File: src/rtl/midi_byte_parser_if.sv
// Byte-stream and decoded-message bundle between the UART receiver, midi_byte_parser and the
// trigger stage. The master side feeds bytes in; the slave side is the parser.
interface midi_byte_parser_if;
  logic [7:0] rx_byte;
  logic       rx_valid;
  logic [3:0] sel_midi_ch;
  logic [3:0] midi_ch;
  logic [7:0] status_byte;
  logic       byteready;
  logic [7:0] midibyte_nr;
  logic [7:0] midi_in_data;
  logic       is_cur_midi_ch;
  logic       is_st_sysex;
  logic       syx_end;
  logic       rt_valid;
  logic [7:0] rt_byte;
  logic       as_timeout;

  modport master (
    output rx_byte, rx_valid, sel_midi_ch,
    input  midi_ch, status_byte, byteready, midibyte_nr, midi_in_data, is_cur_midi_ch,
           is_st_sysex, syx_end, rt_valid, rt_byte, as_timeout
  );

  modport slave (
    input  rx_byte, rx_valid, sel_midi_ch,
    output midi_ch, status_byte, byteready, midibyte_nr, midi_in_data, is_cur_midi_ch,
           is_st_sysex, syx_end, rt_valid, rt_byte, as_timeout
  );
endinterface

File: src/rtl/midi_byte_parser.sv
// MIDI byte parser: running status, data-byte indexing, sysex framing and real-time bypass.
// Optional active-sense timeout enabled by defining MIDI_ACTIVE_SENSE_EN.
module midi_byte_parser #(
  parameter int unsigned SYX_MAX       = 255,
  parameter int unsigned CLK_HZ        = 50000000,
  parameter int unsigned AS_TIMEOUT_MS = 300
) (
  input logic                 data_clk,
  input logic                 reset_reg_N,
  midi_byte_parser_if.slave   bus
);

  localparam logic [1:0] StIdle   = 2'd0;
  localparam logic [1:0] StChan   = 2'd1;
  localparam logic [1:0] StSyscom = 2'd2;
  localparam logic [1:0] StSysex  = 2'd3;
  localparam logic [7:0] SyxMax   = SYX_MAX[7:0];

  logic [1:0] state_q, state_d;
  logic [7:0] cnt_q, cnt_d;
  logic [1:0] len_q, len_d;
  logic [7:0] status_q, status_d;
  logic [3:0] ch_q, ch_d;
  logic       cur_ch_q, cur_ch_d;
  logic       sysex_q, sysex_d;
  logic       byteready_q, byteready_d;
  logic [7:0] nr_q, nr_d;
  logic [7:0] data_q, data_d;
  logic       syx_end_q, syx_end_d;
  logic       rt_valid_q, rt_valid_d;
  logic [7:0] rt_byte_q, rt_byte_d;
  logic       as_timeout_q, as_timeout_d;
  logic [7:0] nr_next;

`ifdef MIDI_ACTIVE_SENSE_EN
  localparam int unsigned AsCycles = CLK_HZ / 1000 * AS_TIMEOUT_MS;
  logic [31:0] tmr_q, tmr_d;
  logic        armed_q, armed_d;
`endif

  always_comb begin
    state_d      = state_q;
    cnt_d        = cnt_q;
    len_d        = len_q;
    status_d     = status_q;
    ch_d         = ch_q;
    cur_ch_d     = cur_ch_q;
    sysex_d      = sysex_q;
    nr_d         = nr_q;
    data_d       = data_q;
    rt_byte_d    = rt_byte_q;
    byteready_d  = 1'b0;
    syx_end_d    = 1'b0;
    rt_valid_d   = 1'b0;
    as_timeout_d = 1'b0;
    nr_next      = cnt_q + 8'd1;

    if (bus.rx_valid) begin
      if (bus.rx_byte >= 8'hF8) begin
        rt_valid_d = 1'b1;
        rt_byte_d  = bus.rx_byte;
      end else if (bus.rx_byte[7] && bus.rx_byte < 8'hF0) begin
        status_d = bus.rx_byte;
        ch_d     = bus.rx_byte[3:0];
        cur_ch_d = (bus.rx_byte[3:0] == bus.sel_midi_ch);
        state_d  = StChan;
        sysex_d  = 1'b0;
        cnt_d    = 8'd0;
        // Program change (Cx) and channel pressure (Dx) carry a single data byte.
        len_d    = (bus.rx_byte[7:5] == 3'b110) ? 2'd1 : 2'd2;
      end else if (bus.rx_byte[7]) begin
        case (bus.rx_byte)
          8'hF0: begin
            status_d = 8'hF0;
            state_d  = StSysex;
            sysex_d  = 1'b1;
            cur_ch_d = 1'b0;
            cnt_d    = 8'd0;
          end
          8'hF7: begin
            if (state_q == StSysex) begin
              syx_end_d = 1'b1;
              sysex_d   = 1'b0;
              status_d  = 8'h00;
              state_d   = StIdle;
              cnt_d     = 8'd0;
            end
          end
          8'hF1, 8'hF2, 8'hF3, 8'hF6: begin
            status_d = bus.rx_byte;
            state_d  = StSyscom;
            cur_ch_d = 1'b0;
            sysex_d  = 1'b0;
            cnt_d    = 8'd0;
            len_d    = (bus.rx_byte == 8'hF2) ? 2'd2 : (bus.rx_byte == 8'hF6) ? 2'd0 : 2'd1;
          end
          default: begin
            status_d = 8'h00;
            state_d  = StIdle;
            cur_ch_d = 1'b0;
            sysex_d  = 1'b0;
            cnt_d    = 8'd0;
          end
        endcase
      end else begin
        case (state_q)
          StChan, StSyscom: begin
            if (len_q == 2'd0) begin
              state_d = StIdle;
            end else begin
              byteready_d = 1'b1;
              nr_d        = nr_next;
              data_d      = bus.rx_byte;
              // Message complete: rewind for running status; system common has none.
              if (nr_next == {6'd0, len_q}) begin
                cnt_d = 8'd0;
                if (state_q == StSyscom) state_d = StIdle;
              end else begin
                cnt_d = nr_next;
              end
            end
          end
          StSysex: begin
            byteready_d = 1'b1;
            data_d      = bus.rx_byte;
            cnt_d       = (cnt_q == SyxMax) ? cnt_q : nr_next;
            nr_d        = (cnt_q == SyxMax) ? cnt_q : nr_next;
          end
          default: ;
        endcase
      end
    end

`ifdef MIDI_ACTIVE_SENSE_EN
    armed_d = armed_q;
    tmr_d   = tmr_q;
    if (bus.rx_valid) begin
      if (armed_q || bus.rx_byte == 8'hFE) begin
        armed_d = 1'b1;
        tmr_d   = AsCycles - 32'd1;
      end
    end else if (armed_q) begin
      if (tmr_q == 32'd0) begin
        as_timeout_d = 1'b1;
        armed_d      = 1'b0;
        state_d      = StIdle;
        status_d     = 8'h00;
        cur_ch_d     = 1'b0;
        sysex_d      = 1'b0;
        cnt_d        = 8'd0;
      end else begin
        tmr_d = tmr_q - 32'd1;
      end
    end
`endif
  end

  always_ff @(posedge data_clk or negedge reset_reg_N) begin
    if (!reset_reg_N) begin
      state_q      <= StIdle;
      cnt_q        <= 8'd0;
      len_q        <= 2'd0;
      status_q     <= 8'd0;
      ch_q         <= 4'd0;
      cur_ch_q     <= 1'b0;
      sysex_q      <= 1'b0;
      byteready_q  <= 1'b0;
      nr_q         <= 8'd0;
      data_q       <= 8'd0;
      syx_end_q    <= 1'b0;
      rt_valid_q   <= 1'b0;
      rt_byte_q    <= 8'd0;
      as_timeout_q <= 1'b0;
    end else begin
      state_q      <= state_d;
      cnt_q        <= cnt_d;
      len_q        <= len_d;
      status_q     <= status_d;
      ch_q         <= ch_d;
      cur_ch_q     <= cur_ch_d;
      sysex_q      <= sysex_d;
      byteready_q  <= byteready_d;
      nr_q         <= nr_d;
      data_q       <= data_d;
      syx_end_q    <= syx_end_d;
      rt_valid_q   <= rt_valid_d;
      rt_byte_q    <= rt_byte_d;
      as_timeout_q <= as_timeout_d;
    end
  end

`ifdef MIDI_ACTIVE_SENSE_EN
  always_ff @(posedge data_clk or negedge reset_reg_N) begin
    if (!reset_reg_N) begin
      tmr_q   <= 32'd0;
      armed_q <= 1'b0;
    end else begin
      tmr_q   <= tmr_d;
      armed_q <= armed_d;
    end
  end
  assign bus.as_timeout = as_timeout_q;
`else
  assign bus.as_timeout = 1'b0;
`endif

  assign bus.midi_ch        = ch_q;
  assign bus.status_byte    = status_q;
  assign bus.byteready      = byteready_q;
  assign bus.midibyte_nr    = nr_q;
  assign bus.midi_in_data   = data_q;
  assign bus.is_cur_midi_ch = cur_ch_q;
  assign bus.is_st_sysex    = sysex_q;
  assign bus.syx_end        = syx_end_q;
  assign bus.rt_valid       = rt_valid_q;
  assign bus.rt_byte        = rt_byte_q;

endmodule

File: src/flat_wrapper.sv
// flat-port wrapper written by rule: the top's interface ports become plain ports
module midi_byte_parser_flat 
#(
  parameter int unsigned SYX_MAX       = 255,
  parameter int unsigned CLK_HZ        = 50000000,
  parameter int unsigned AS_TIMEOUT_MS = 300
)
  (data_clk, reset_reg_N, bus_rx_byte, bus_rx_valid, bus_sel_midi_ch, bus_midi_ch, bus_status_byte, bus_byteready, bus_midibyte_nr, bus_midi_in_data, bus_is_cur_midi_ch, bus_is_st_sysex, bus_syx_end, bus_rt_valid, bus_rt_byte, bus_as_timeout);
  midi_byte_parser_if bus_i ();
  input logic data_clk;
  input logic reset_reg_N;
  input wire logic [$bits(bus_i.rx_byte)-1:0] bus_rx_byte;
  input wire logic [$bits(bus_i.rx_valid)-1:0] bus_rx_valid;
  input wire logic [$bits(bus_i.sel_midi_ch)-1:0] bus_sel_midi_ch;
  output wire logic [$bits(bus_i.midi_ch)-1:0] bus_midi_ch;
  output wire logic [$bits(bus_i.status_byte)-1:0] bus_status_byte;
  output wire logic [$bits(bus_i.byteready)-1:0] bus_byteready;
  output wire logic [$bits(bus_i.midibyte_nr)-1:0] bus_midibyte_nr;
  output wire logic [$bits(bus_i.midi_in_data)-1:0] bus_midi_in_data;
  output wire logic [$bits(bus_i.is_cur_midi_ch)-1:0] bus_is_cur_midi_ch;
  output wire logic [$bits(bus_i.is_st_sysex)-1:0] bus_is_st_sysex;
  output wire logic [$bits(bus_i.syx_end)-1:0] bus_syx_end;
  output wire logic [$bits(bus_i.rt_valid)-1:0] bus_rt_valid;
  output wire logic [$bits(bus_i.rt_byte)-1:0] bus_rt_byte;
  output wire logic [$bits(bus_i.as_timeout)-1:0] bus_as_timeout;
  assign bus_i.rx_byte = bus_rx_byte;
  assign bus_i.rx_valid = bus_rx_valid;
  assign bus_i.sel_midi_ch = bus_sel_midi_ch;
  assign bus_midi_ch = bus_i.midi_ch;
  assign bus_status_byte = bus_i.status_byte;
  assign bus_byteready = bus_i.byteready;
  assign bus_midibyte_nr = bus_i.midibyte_nr;
  assign bus_midi_in_data = bus_i.midi_in_data;
  assign bus_is_cur_midi_ch = bus_i.is_cur_midi_ch;
  assign bus_is_st_sysex = bus_i.is_st_sysex;
  assign bus_syx_end = bus_i.syx_end;
  assign bus_rt_valid = bus_i.rt_valid;
  assign bus_rt_byte = bus_i.rt_byte;
  assign bus_as_timeout = bus_i.as_timeout;
  midi_byte_parser #(.SYX_MAX(SYX_MAX), .CLK_HZ(CLK_HZ), .AS_TIMEOUT_MS(AS_TIMEOUT_MS)) u_core (.data_clk(data_clk), .reset_reg_N(reset_reg_N), .bus(bus_i));
endmodule
File: config.mk
export PLATFORM = sky130hd
export DESIGN_NAME = midi_byte_parser_flat
export DESIGN_NICKNAME = d
export VERILOG_FILES = /design/src/rtl/midi_byte_parser_if.sv /design/src/rtl/midi_byte_parser.sv /design/src/flat_wrapper.sv
export SDC_FILE = /design/constraint.sdc
export NUM_CORES = 1
export LEC_CHECK = 0
export ABC_AREA = 0
export BUFFER_PORTS_ARGS = -buffer_cell sky130_fd_sc_hd__buf_2
export CAP_MARGIN = 20
export CORE_MARGIN = 2
export CORE_UTILIZATION = 58
export CTS_CLUSTER_SIZE = 40
export DETAILED_ROUTE_END_ITERATION = 6
export GPL_ROUTABILITY_DRIVEN = 0
export PLACE_DENSITY = 0.85
export RECOVER_POWER = 100
export SYNTH_ARGS = -nofsm -noshare
export SYNTH_HDL_FRONTEND = slang
export SYNTH_SLANG_ARGS = --single-unit
File: constraint.sdc
create_clock -name data_clk -period 3.7 [get_ports data_clk]
set_input_delay 0.37 -clock data_clk [delete_from_list [all_inputs] [get_ports data_clk]]
set_output_delay 0.37 -clock data_clk [all_outputs]
set_load 0.02 [all_outputs]
==> results.md <==
- Status: completed
- Most frequent cells in the layout: nand2_1 (59), dfrtp_1 (52), clkbuf_1 (43)
- Final Hold Fails: 0
- Via-per-instance ratio: 5.537
- Avg Inst Size Synth: 9.586 sq um
- Total grt overflow: 0
- Post-synthesis simple-gate area fraction: around a fifth
- Gr usage total: 23.24%
- WP data required: 3.95 ns
- Post-Synth XOR/XNOR Area: ~4.1%
- Largest net degree at the start of global routing: 40
- Main flop type after synthesis: dfrtp_1
- Cells on worst reg2reg path: 7
- # H-tree levels: 2
- Sequential area share after synthesis: approximately 51%
- Number of enable flip-flop cells after synthesis: 0
- Peak Freq: around 400 MHz
- Async S/R FF share, synth: 100.0%
- IO Count: 57
- Setup Total Neg Slack: 0 ns
- Global-route wire length before repair: 9149 um
- Worst path arrival time: 2.74 ns
- Startpoint Class: primary input
- Main combinational cell family by area after synthesis: simple AND/OR/NAND/NOR gates
- Fin util: 67.16%
- CTS Root Buffer Type: clkbuf_8
- Flops & latches, synth: 52
- DP HPWL: around 3800 um
- CTS tree: yes
- Pleak: 1.381 nW
- Commonest non-fill, non-tap cell in the layout: nand2_1
- Worst ir drop on vdd: 300.4 uV
- IO Port Bufs: 54
- # DRC: 0
- Vias in the first global route: roughly 2000
- Chip height: around 70 um
- Area of the core: approximately 4300 sq um
- Crit. Startpoint: bus_rx_byte[5]
- Clk_skew: about 0.0086 ns
- Register-to-Register Setup Slack: 1.25 ns
- Worst reg2reg path endpoint: u_core.state_q[1]
- RSZ-0062 raised after global routing: false
- Wirelength per Cell: 14.55 um
- Setup violators final: 0
- Mux cell area share after synthesis: 4.809%
- Initial Util: 59.38%
- Overall die width: 70.31 um
- Area growth, synth to finish: 13.10%
- Yosys warns: 0
- Max cap viols: 0
- Syn Std Cell Area: 2550 sq um
- Power Dens Cells: 591.4 nW/um^2
- Hold Path Stages: 3
- DRT iter0 DRCs: 148
- Maximum buffer depth of the clock tree: 2
- Kind of critical path: in -> reg
- Synth unique cells: 50
- Detail Route Antenna Nets: 0
- Final min period: 2.492 ns
- Slew margin rel.: 30.70%
- Standard-cell rows: 24
- Final-report max-slew violation count: 0
- Post-Synth Adder-Cell Area: between 1.5 and 2%
- # clock sinks: 52
- 1st-pass router iterations: 4
- Cts bufs inserted: 5
- Worst Setup End Kind: register
- Via count: 2010
- Die area: 4943 sq um
- Worst Hold Class: in -> reg
- Worst skew pair latency: 0.30 ns
- Initial antenna violation count: 0
- Worst R2R Start: u_core.cnt_q[0]
- N_diodes: 0
- Clock transition at the registers of the reported paths: 0.09 ns
- Cells after Synth: between 200 and 300
- Total length of routed wires: between 5000 and 6000 um
- Critical path endpoint: u_core.bus.status_byte[6]
- Layout net count: 330
- Final period util: 67.36%
- Worst-margin pin slew: just over 1 ns
- Synth Area in Compound Gates: 14.18%
- Layout cell share with drive strength beyond 1: 9.325%
- Worst-path maximum fanout: 10
- Post-cts repair resize count: 0
- # fillers: between 300 and 400
==> metrics by stage <==
| step | instance area (sq um) | std cells | hold slack [ns] | total power [mW] | setup slack, ns |
|---|---|---|---|---|---|
| after global routing | 2884 | 363 | 0.3483 | 1.802 | 0.8876 |
| after CTS | 2947 | 363 | 0.3208 | 1.746 | 1.259 |
| after detailed placement | 2808 | 355 | 0.2788 | 1.299 | 1.286 |
| after global placement | 2808 | 355 | 0.2789 | 1.282 | 1.338 |
| after floorplan | 2554 | 267 | 0.07441 | 1.127 | 1.470 |
| final | 2884 | 363 | 0.3477 | 1.706 | 1.208 |
==> what timing repair did <==
| item | in CTS | in global routing |
|---|---|---|
| hold endpoints to repair | 13 | 0 |
| hold buffers | 1 | 0 |
| setup buffers | 0 | 0 |
==> layout make-up <==
class	count	area, sq um	area share, %
sequential	52	1301	45.12
multi-input combinational	188	1127	39.09
timing repair buffer	56	231.5	8.026
clock buffer	5	68.82	2.386
tap	52	65.06	2.256
clock inverter	2	60.06	2.082
inverter	8	30.03	1.041
==> layer usage <==
metal  wire length (um)  GRT usage [%]  vias up
li1                   -              -      990
met1               2292          30.41      966
met2               2691          37.84       47
met3                230          6.061        7
met4                 68          7.479        0
met5                  0              0        -
==> state kept, by name, summed over array words and instances (netlist names), 2 cells and up <==
signal and count:
u_core.len_q 2, u_core.bus.midi_ch 4, u_core.bus.midi_in_data 7, u_core.state_q 2, u_core.bus.midibyte_nr 8, u_core.cnt_q 8, u_core.bus.status_byte 8, u_core.bus.rt_byte 8
==> worst max-delay path, stage by stage <==
cell      delay (ns)
clkbuf_1        0.25
nand3_1         0.14
or3b_1          0.47
or2_0           0.34
o21ai_0         0.84
a22oi_1         0.21
nand2_1         0.11
==> worst min path at each step <==
stage | start | endpoint
floorplan | reset_reg_N | u_core.bus.byteready
global placement | reset_reg_N | u_core.bus.midibyte_nr[7]
detailed placement | reset_reg_N | u_core.bus.midibyte_nr[7]
CTS | bus_rx_byte[7] | u_core.bus.byteready
global route | bus_rx_byte[6] | u_core.bus.midi_in_data[6]
finish | bus_rx_byte[4] | u_core.bus.midi_in_data[4]
==> cell usage after synthesis (2+ instances only) <==
cell type / instances / share of area [%]
a21boi_0: 2 / 0.59
a21o_1: 4 / 1.2
a21oi_1: 7 / 1.4
a22o_1: 3 / 1.0
a22oi_1: 4 / 1.2
a31oi_1: 5 / 1.2
and2_1: 2 / 0.49
and3_1: 4 / 0.98
buf_2: 2 / 0.39
buf_4: 2 / 0.59
clkbuf_1: 14 / 2.1
dfrtp_1: 52 / 51
ha_1: 4 / 2.0
inv_1: 8 / 1.2
mux2_2: 6 / 2.6
mux2i_1: 4 / 1.6
nand2_1: 59 / 8.7
nand2b_1: 6 / 1.5
nand3_1: 7 / 1.4
nand4_1: 3 / 0.74
nor2_1: 17 / 2.5
o21a_1: 3 / 0.88
o21ai_0: 9 / 1.8
o21ai_1: 3 / 0.59
xnor2_1: 8 / 2.7
xor2_1: 4 / 1.4
==> cell families after synthesis <==
kind of cell / after synthesis
AND/OR/NAND/NOR: 107
AO/OA/AOI/OAI: 52
flip-flops: 52
buffers and inverters: 27
XOR/XNOR: 12
multiplexers: 11
adder cells (fa/ha/maj): 4
other: 1
==> report_power, final <==
part           internal (mW)  leakage, nW  switching (mW)  total, mW
clock network          0.266       0.0642           0.183      0.449
logic                  0.167        0.652           0.330      0.497
registers              0.684        0.665          0.0760      0.760
total                   1.12         1.38           0.589       1.71
(Power assumes the default switching activity.)
